<file path="src/rtl/hex_scan_pkg.sv">
// Shared definitions for the seven-segment scan monitor: glyph codes, FSM states, glyph lookup.
// Latency: none (constants and a combinational helper only).
// Backpressure: not applicable; the monitor is passive and never stalls the bus it watches.
package hex_scan_pkg;

    // Active-low glyphs {dp,g,f,e,d,c,b,a} with the decimal point off.
    localparam logic [7:0] SEG_0     = 8'hC0;
    localparam logic [7:0] SEG_1     = 8'hF9;
    localparam logic [7:0] SEG_2     = 8'hA4;
    localparam logic [7:0] SEG_3     = 8'hB0;
    localparam logic [7:0] SEG_4     = 8'h99;
    localparam logic [7:0] SEG_5     = 8'h92;
    localparam logic [7:0] SEG_6     = 8'h82;
    localparam logic [7:0] SEG_7     = 8'hF8;
    localparam logic [7:0] SEG_8     = 8'h80;
    localparam logic [7:0] SEG_9     = 8'h90;
    localparam logic [7:0] SEG_A     = 8'h88;
    localparam logic [7:0] SEG_B     = 8'h83;
    localparam logic [7:0] SEG_C     = 8'hC6;
    localparam logic [7:0] SEG_D     = 8'hA1;
    localparam logic [7:0] SEG_E     = 8'h86;
    localparam logic [7:0] SEG_F     = 8'h8E;
    localparam logic [7:0] SEG_BLANK = 8'hFF;

    typedef enum logic [1:0] {
        ST_IDLE     = 2'd0,
        ST_SETTLE   = 2'd1,
        ST_CAPTURED = 2'd2
    } scan_state_t;

    // Returns {legal, nibble}; the decimal point is not part of the lookup.
    function automatic logic [4:0] seg_to_nibble(input logic [6:0] seg);
        logic [4:0] res;
        res = 5'b0_0000;
        case (seg)
            SEG_0[6:0]: res = {1'b1, 4'h0};
            SEG_1[6:0]: res = {1'b1, 4'h1};
            SEG_2[6:0]: res = {1'b1, 4'h2};
            SEG_3[6:0]: res = {1'b1, 4'h3};
            SEG_4[6:0]: res = {1'b1, 4'h4};
            SEG_5[6:0]: res = {1'b1, 4'h5};
            SEG_6[6:0]: res = {1'b1, 4'h6};
            SEG_7[6:0]: res = {1'b1, 4'h7};
            SEG_8[6:0]: res = {1'b1, 4'h8};
            SEG_9[6:0]: res = {1'b1, 4'h9};
            SEG_A[6:0]: res = {1'b1, 4'hA};
            SEG_B[6:0]: res = {1'b1, 4'hB};
            SEG_C[6:0]: res = {1'b1, 4'hC};
            SEG_D[6:0]: res = {1'b1, 4'hD};
            SEG_E[6:0]: res = {1'b1, 4'hE};
            SEG_F[6:0]: res = {1'b1, 4'hF};
            default:    res = 5'b0_0000;
        endcase
        return res;
    endfunction

endpackage

</file>
<file path="src/rtl/seg7_decode.sv">
// Combinational seven-segment glyph to hex nibble decoder.
// Latency: zero cycles (pure combinational).
// Backpressure: none; output follows input continuously.
module seg7_decode
    import hex_scan_pkg::*;
(
    input  logic [6:0] seg_i,
    output logic       legal_o,
    output logic [3:0] nibble_o
);

    assign {legal_o, nibble_o} = seg_to_nibble(seg_i);

endmodule

</file>
<file path="src/rtl/hex_scan_decoder.sv">
// Passive monitor rebuilding the 4-digit hex value and decimal points from a multiplexed 7-seg bus.
// Latency: capture SETTLE_CYCLES-1 edges after a grid first appears; outputs visible one cycle later.
// Backpressure: none; the bus is only observed, glitchy or invalid grid dwells are ignored.
module hex_scan_decoder
    import hex_scan_pkg::*;
#(
    parameter int SETTLE_CYCLES = 4
) (
    input  logic        Clk,
    input  logic        Reset_n,
    input  logic [7:0]  hex_seg_i,
    input  logic [3:0]  hex_grid_i,
    output logic [15:0] value_o,
    output logic [3:0]  dp_o,
    output logic        frame_valid_o,
    output logic        decode_err_o
);

    localparam int CNT_W = $clog2(SETTLE_CYCLES) + 1;
    localparam logic [CNT_W-1:0] CNT_MAX = CNT_W'(SETTLE_CYCLES - 1);
    // cnt holds (samples seen - 1); the capture edge is the one that brings samples to SETTLE_CYCLES.
    localparam logic [CNT_W-1:0] CNT_CAP = CNT_W'(SETTLE_CYCLES - 2);

    scan_state_t      state_q, state_d;
    logic [3:0]       grid_prev_q;
    logic [CNT_W-1:0] cnt_q, cnt_d;
    logic [15:0]      shadow_q, shadow_d;
    logic [3:0]       sdp_q, sdp_d;
    logic [3:0]       seen_q, seen_d;
    logic [15:0]      value_q, value_d;
    logic [3:0]       dp_q, dp_d;
    logic             fv_q, fv_d;
    logic             err_q, err_d;

    logic             grid_ok;
    logic             grid_same;
    logic             capture;
    logic [1:0]       dig_idx;
    logic             seg_legal;
    logic [3:0]       seg_nibble;

    assign grid_ok   = $onehot(~hex_grid_i);
    assign grid_same = (hex_grid_i == grid_prev_q);

    seg7_decode u_seg7_decode (
        .seg_i    (hex_seg_i[6:0]),
        .legal_o  (seg_legal),
        .nibble_o (seg_nibble)
    );

    // Digit position selected by the single low grid line.
    always_comb begin
        dig_idx = 2'd0;
        for (int i = 0; i < 4; i++) begin
            if (!hex_grid_i[i]) dig_idx = 2'(i);
        end
    end

    // Stability counter: cleared on any grid change or invalid grid, otherwise saturating count.
    always_comb begin
        cnt_d = cnt_q;
        if (!grid_ok || !grid_same) begin
            cnt_d = '0;
        end else if (cnt_q != CNT_MAX) begin
            cnt_d = cnt_q + CNT_W'(1);
        end
    end

    // Scan FSM next state; capture fires once per dwell on the settling edge.
    always_comb begin
        state_d = state_q;
        capture = 1'b0;
        case (state_q)
            ST_IDLE: begin
                if (grid_ok) state_d = ST_SETTLE;
            end
            ST_SETTLE: begin
                if (!grid_ok) begin
                    state_d = ST_IDLE;
                end else if (!grid_same) begin
                    state_d = ST_SETTLE;
                end else if (cnt_q == CNT_CAP) begin
                    state_d = ST_CAPTURED;
                    capture = 1'b1;
                end
            end
            ST_CAPTURED: begin
                if (!grid_ok)        state_d = ST_IDLE;
                else if (!grid_same) state_d = ST_SETTLE;
            end
            default: state_d = ST_IDLE;
        endcase
    end

    // Shadow update on capture and frame publication once all four digits are seen.
    always_comb begin
        shadow_d = shadow_q;
        sdp_d    = sdp_q;
        seen_d   = seen_q;
        value_d  = value_q;
        dp_d     = dp_q;
        fv_d     = 1'b0;
        err_d    = 1'b0;
        if (capture) begin
            if (seg_legal) begin
                shadow_d[{dig_idx, 2'b00} +: 4] = seg_nibble;
                sdp_d[dig_idx]  = ~hex_seg_i[7];
                seen_d[dig_idx] = 1'b1;
                if (seen_d == 4'hF) begin
                    value_d = shadow_d;
                    dp_d    = sdp_d;
                    fv_d    = 1'b1;
                    seen_d  = 4'h0;
                end
            end else begin
                err_d = 1'b1;
            end
        end
    end

    // State registers; reset discards any partial frame.
    always_ff @(posedge Clk or negedge Reset_n) begin
        if (!Reset_n) begin
            state_q     <= ST_IDLE;
            grid_prev_q <= 4'hF;
            cnt_q       <= '0;
            shadow_q    <= 16'h0000;
            sdp_q       <= 4'h0;
            seen_q      <= 4'h0;
            value_q     <= 16'h0000;
            dp_q        <= 4'h0;
            fv_q        <= 1'b0;
            err_q       <= 1'b0;
        end else begin
            state_q     <= state_d;
            grid_prev_q <= hex_grid_i;
            cnt_q       <= cnt_d;
            shadow_q    <= shadow_d;
            sdp_q       <= sdp_d;
            seen_q      <= seen_d;
            value_q     <= value_d;
            dp_q        <= dp_d;
            fv_q        <= fv_d;
            err_q       <= err_d;
        end
    end

    assign value_o       = value_q;
    assign dp_o          = dp_q;
    assign frame_valid_o = fv_q;
    assign decode_err_o  = err_q;

endmodule

</file>
<file path="config.mk">
export PLATFORM = sky130hd
export DESIGN_NAME = hex_scan_decoder
export DESIGN_NICKNAME = d
export VERILOG_FILES = /design/src/rtl/hex_scan_pkg.sv /design/src/rtl/seg7_decode.sv /design/src/rtl/hex_scan_decoder.sv
export SDC_FILE = /design/constraint.sdc
export NUM_CORES = 1
export LEC_CHECK = 0
export CORE_MARGIN = 8
export CORE_UTILIZATION = 58
export CTS_BUF_LIST = sky130_fd_sc_hd__clkbuf_4 sky130_fd_sc_hd__clkbuf_8
export DETAILED_ROUTE_END_ITERATION = 6
export PLACE_DENSITY_LB_ADDON = 0.08
export SLEW_MARGIN = 25
export SYNTH_ARGS = -nofsm -noshare
export SYNTH_HDL_FRONTEND = slang
export SYNTH_SLANG_ARGS = --single-unit
</file>
<file path="constraint.sdc">
create_clock -name Clk -period 3 [get_ports Clk]
set_clock_uncertainty 0.1 [all_clocks]
set_input_delay 0.6 -clock Clk [delete_from_list [all_inputs] [get_ports Clk]]
set_output_delay 0.6 -clock Clk [all_outputs]
set_load 0.02 [all_outputs]
</file>
# Yosys cells after proc, flatten, opt, wreduce, memory -nomap -nowiden
# Cells that the tools add are included.
dict set report op_classes {
  add_sub_neg 5
  magnitude_cmp 2
  eq_ne 25
  n_shift 2
  muxes 27
  bitwise 3
  n_reduce_logical 10
}
# op n
set ops {}
lappend ops {{$pmux 5 s16} 1}
lappend ops {{$eq 7x7->1 const B} 4}
lappend ops {{$eq 7x5->1 const B} 3}
lappend ops {{$eq 7x6->1 const B} 3}
lappend ops {{$bwmux 16} 1}
lappend ops {{$mux 2} 8}
lappend ops {{$shift 4x6->16 const A} 1}
lappend ops {{$shiftx 4x6->16} 1}
lappend ops {{$eq 7x2->1 const B} 2}
lappend ops {{$eq 7x4->1 const B} 2}
lappend ops {{$mux 1} 11}
lappend ops {{$eq 7x3->1 const B} 1}
lappend ops {{$logic_not 7->1} 1}
lappend ops {{$mux 3} 2}
lappend ops {{$neg 4->6} 1}
lappend ops {{$pmux 2 s3} 1}
lappend ops {{$reduce_and 3->1} 2}
lappend ops {{$add 1x1->2} 2}
lappend ops {{$bwmux 4} 1}
lappend ops {{$eq 4x4->1} 1}
lappend ops {{$eq 4x4->1 const B} 1}
lappend ops {{$mux 4} 1}
lappend ops {{$ne 4x4->1 const B} 1}
lappend ops {{$not 4->4} 1}
lappend ops {{other kinds (20)} 21}
dict set report totals {
  register_bits 55
  inputBits 14
  out_inout_bits 22
  word_cells 84
}

# Logic depth before layout (Yosys ltp)
# Gate-level depths: netlist of the first run.
dict set report depth {
  ltp_word 12
  depth_mapped 10
  ltp_nobuf 9
}

# Cells and area by module
# From an unflattened synthesis of the first run, not the netlist that was laid out.
dict set report unflattened {
  cells_unflattened 247
  area_unflattened_um2 3004.1
}
# mod n_inst cells_per_inst area_each_um2 seq_area_each_um2
set modules_own_cells {}
lappend modules_own_cells {hex_scan_decoder 1 190 2626.3 1381.3}
lappend modules_own_cells {seg7_decode 1 57 377.9 0.0}

# Least setup slack after synthesis of the first run
# Ideal clock, no wire load.
dict set report synth_timing {
  kind {input -> register}
  startpoint {input port hex_grid_i[0]}
  endpoint {register dp_q[3], in the netlist dp_o[3]}
  setup_ns 0.125
  arrival_time_ns 3.291
  required_time_ns 2.775
  setup_slack_ns -0.517
  stages 10
  n_path_buf 1
  path_cell_list {fa_1 -> inv_1 -> ha_1 -> ha_1 -> nor3b_1 -> nand2_1 -> or3_1 -> a311oi_4 -> buf_6 -> mux2_4}
}
dict set report synth_between {
  elab_chain_cells 7
}
# item line
set synth_lines {}
lappend synth_lines {{start: declaration} hex_scan_decoder.sv:12} ;# input logic [3:0] hex_grid_i,
lappend synth_lines {{$not 4->4} hex_scan_decoder.sv:42} ;# assign grid_ok = $onehot(~hex_grid_i);
lappend synth_lines {{$add 1x1->2 (not written as such)} hex_scan_decoder.sv:42}
lappend synth_lines {{$add 2x2->3 (not written as such)} hex_scan_decoder.sv:42}
lappend synth_lines {{$eq 3x1->1} hex_scan_decoder.sv:42}
lappend synth_lines {{$mux 1 (*)} hex_scan_decoder.sv:78} ;# if (!grid_ok) begin
lappend synth_lines {{$mux 1 (*)} hex_scan_decoder.sv:73} ;# case (state_q)
lappend synth_lines {{$reduce_and 3->1 (no source line) (*)} -}
lappend synth_lines {{end signal: assignment} hex_scan_decoder.sv:142} ;# dp_q <= dp_d;
lappend synth_lines {{end: declaration} hex_scan_decoder.sv:31} ;# logic [3:0] dp_q, dp_d;
# Mark *: on every way between the ends. The rest lies on a longest branch, timed or not.
# A chain may end at the register's enable or synchronous reset.

# Final worst setup path of the first run
dict set report layout_timing {
  startpoint {input port hex_grid_i[0]}
  endpoint {register value_q[14], in the netlist value_o[14]}
}
dict set report layout_between {
  elab_chain_cells 7
}
# item line
set layout_lines {}
lappend layout_lines {{$not 4->4} hex_scan_decoder.sv:42}
lappend layout_lines {{$add 1x1->2 (not written as such)} hex_scan_decoder.sv:42}
lappend layout_lines {{$add 2x2->3 (not written as such)} hex_scan_decoder.sv:42}
lappend layout_lines {{$eq 3x1->1} hex_scan_decoder.sv:42}
lappend layout_lines {{$mux 1 (*)} hex_scan_decoder.sv:78}
lappend layout_lines {{$mux 1 (*)} hex_scan_decoder.sv:73}
lappend layout_lines {{$reduce_and 3->1 (no source line) (*)} -}
lappend layout_lines {{end signal: assignment} hex_scan_decoder.sv:141} ;# value_q <= value_d;
lappend layout_lines {{end: declaration} hex_scan_decoder.sv:30} ;# logic [15:0] value_q, value_d;
# Marked as above.

==> results of run 1 <==
==> through the flow <==
| step | instance area (µm²) | utilization [%] | total power [mW] | worst slack [ns] |
|---|---|---|---|---|
| global route | 4063 | 79.54 | 1.433 | -0.2317 |
| global placement | 3796 | 74.33 | 0.9409 | -0.8350 |
| floorplan | 3083 | - | 0.8590 | -0.4012 |
| CTS | 4036 | 79.03 | 1.372 | -0.1251 |
| finish | 4063 | 79.54 | 1.374 | -0.1689 |
| detailed placement | 3796 | 74.33 | 0.9466 | -0.9140 |
==> cells in the mapped netlist (all sizes together), types with 2 or more instances <==
cell | instances | share of area, %
a21oi | 10 | 1.6
a221oi | 2 | 0.78
a211o | 2 | 0.57
o22ai | 2 | 0.41
o21ai | 7 | 1.1
mux2i | 8 | 2.6
o311ai | 2 | 1.7
dfstp | 4 | 3.4
buf | 10 | 2.4
mux2 | 41 | 17
inv | 18 | 2.2
nor3 | 4 | 0.66
xnor2 | 4 | 1.1
nand2b | 5 | 1.0
nand2 | 12 | 1.5
and4bb | 3 | 1.2
nand3 | 5 | 0.98
dfrtp | 51 | 42
a31oi | 4 | 1.0
nor2 | 17 | 2.1
o31ai | 12 | 3.6
nor4 | 2 | 0.41
xor2 | 2 | 0.57
ha | 5 | 2.1
or3 | 3 | 0.62
nand4 | 2 | 0.41
==> layer usage <==
layer | share of wire, % | up-vias | track usage, % | wire, µm
met1 | 45 | 1158 | 25.61 | 3275
li1 | - | 1125 | - | -
met4 | 1.6 | 0 | 6.298 | 116
met3 | 2.8 | 12 | 2.878 | 206
met5 | 0 | - | 0 | 0
met2 | 50 | 45 | 33.54 | 3658
==> final timing paths <==
path / start / to
worst min register to register: shadow_q[5] / shadow_q[5]
worst max-delay path: hex_grid_i[0] / value_o[14]
min in group Clk: hex_grid_i[0] / grid_prev_q[0]
worst min-delay path: Reset_n / value_o[12]
max in group asynchronous: Reset_n / dp_o[1]
worst max register to register: cnt_q[0] / value_o[14]
==> timing repair <==
item / CTS / global route
gates cloned: 2 / 0
buffers inserted: 10 / 1
setup endpoints to repair: 40 / 32
pin swaps: 7 / 4
gates resized for setup: 26 / 4
==> registers in the layout, summed over array words and instances (netlist names) <==
register / cells
frame_valid_o: 1
decode_err_o: 1
shadow_q: 16
value_o: 16
dp_o: 4
state_q: 2
seen_q: 4
sdp_q: 4
cnt_q: 3
grid_prev_q: 4
==> critical path, delay by kind of cell <==
| kind | cells | cell delay, ns |
|---|---|---|
| adder cells (fa/ha/maj) | 3 | 0.91 |
| AND/OR/NAND/NOR | 3 | 0.66 |
| buffers and inverters | 4 | 0.46 |
| AO/OA/AOI/OAI | 1 | 0.33 |
| multiplexers | 1 | 0.30 |
==> cells by family after synthesis <==
group	count (synthesis)
AO/OA/AOI/OAI	51
XOR/XNOR	6
adder cells (fa/ha/maj)	6
buffers and inverters	29
flip-flops	55
multiplexers	49
AND/OR/NAND/NOR	63
==> final cells by class <==
| type | count | area, µm² | area share, % |
|---|---|---|---|
| Clock inverter | 3 | 23.77 | 0.5852 |
| Clock buffer | 5 | 68.82 | 1.694 |
| Timing Repair Buffer | 92 | 835.8 | 20.57 |
| Multi-Input combinational cell | 175 | 1598 | 39.33 |
| Inverter | 18 | 67.56 | 1.663 |
| Tap cell | 70 | 87.58 | 2.156 |
| Sequential cell | 55 | 1381 | 34.00 |
==> power groups by stage <==
stage                     logic [mW]  registers [mW]  clock network (mW)
final                          0.191           0.752               0.431
after global routing           0.209           0.753               0.471
after CTS                      0.184           0.752               0.436
after detailed placement       0.180           0.767                   0
after global placement         0.175           0.766                   0
after floorplan               0.0930           0.766                   0
==> impl_metrics.ini, run 1 <==
[status]
status = complete, but fails checks
violations = setup timing

[floorplanning]
die_area_mm2 = 0.007833
initial_utilization_pct = 59.70
core_area_mm2 = 0.005107
fp-row-count = 26
io-pin-count = 36
fp.dieH_um = 88.51
fp.dieW_um = 88.51

[sta]
period_share_pct = 105.6
post-route-min-period_ns = 3.169
tightest_slew_ns = 0.4883
tns_ns = -2.881
max_freq_mhz = 315.6
slew_violations = 0
maxSlewHeadroom_pct = 67.25
setup_slack_ns = -0.1689
rsz0062_at_grt = yes
whs_ns = 0.03039
setup_viol = 22
hold_violations = 0

[pwr]
power_density_mw_per_mm2 = 338.2
combinationalPowerShare_pct = 13.9
peakVddDrop_uv = 234.5
p_int_mw = 1.007
switching_share_pct = 26.68
p_leak_nw = 1.905
clkPwrFrac_pct = 31.4
switchingPower_mw = 0.3665
seqPwrFrac_pct = 54.8

[global_routing]
track_usage_pct = 19.91
grt_max_degree = 28
grt_pass1_wl_mm = 12.10
grt_pass1_vias = 2474
grt_antenna_before_repair = 0
gr-total-overflow = 0

[layout]
drive_above_1_share_pct = 39.66
areaGrowthSynthToFinish_pct = 33.24
diodes = 0
n_fill_cell = 332
layout.cells.non_filler = 418
final_common_cell = dfrtp_1
final_cell_mix = dfrtp_1, buf_4, clkdlybuf4s50_1, mux2_2, mux2_4
fin_nets = 367

[clock_network]
clock_latency_ns = 0.31
clockRootBuffer = clkbuf_8
numCtsBuffers = 5
cts_hold_buf = 0
cts_sinks = 55
cts_tree = built
cts.path.max_buffers = 2
cts_max_level = 2
path_clk_slew_ns = 0.10

[logic_synthesis]
synth_edf_count = 0
synth-compound-area-share_pct = 14.40
synth_top_family_by_area = multiplexers
netlist_area_mm2 = 0.003049
syn_nets = 279
synth_cell_type_count = 58
synth_adder_area_share_pct = 2.708
ys_seq_area_share_pct = 45.30
synth_warnings = 0
synth_seq_cells = 55
synthSimpleGateAreaFrac_pct = 11.61
avgSynthCellArea_um2 = 11.77
synthArstFlopShare_pct = 100.0
syn-instance-count = 259
synth-xor-area-share_pct = 1.723
synth_flop_cell = dfrtp_1
synth_mux_area_share_pct = 19.49

[worst_setup_path]
worstSetupPathType = in -> reg
reg2reg_slack_ns = 0.47
end_kind = flip-flop
arrival_ns = 3.27
slowest_delay_ns = 0.55
reg2reg_depth = 9
crit_chain = buf_6 > fa_1 > inv_2 > ha_4 > ha_4 > nor3b_4 > nand2_2 > or3_4 > a311oi_4 > buf_6 > buf_12 > mux2_4
critical_path.slowest_cell = fa_1
worstPathMaxFanout = 6
critPathLaunchType = input port
required_ns = 3.10

[place]
place_inst = 399
hpwl_mm = 4.972
place.gp.congestion = 0.8647
io_buffer_count = 35

[routing]
drt-pass1-iter-count = 4
wirelength_mm = 7.256
route.detailed.drc = 0
viasPerCell = 5.598
wl_per_cell_um = 17.36
first_iter_violations = 80
ant_nets = 0
num_vias = 2340

[hold_path]
hold_path.class = in -> async

[job]
drv_cap = 0
(Power assumes the default switching activity.)
==> run 2, diff against run 1 <==
Settings changed: CTS_CLUSTER_SIZE from default to 28.
==> results of run 2 <==
No change in the layout: final DEF, timing and power equal those of run 1.
==> run 3, diff against run 2 <==
Settings changed: SLEW_MARGIN 25 to 20.
==> results of run 3 <==
No change in the layout: final DEF, timing and power equal those of run 1.
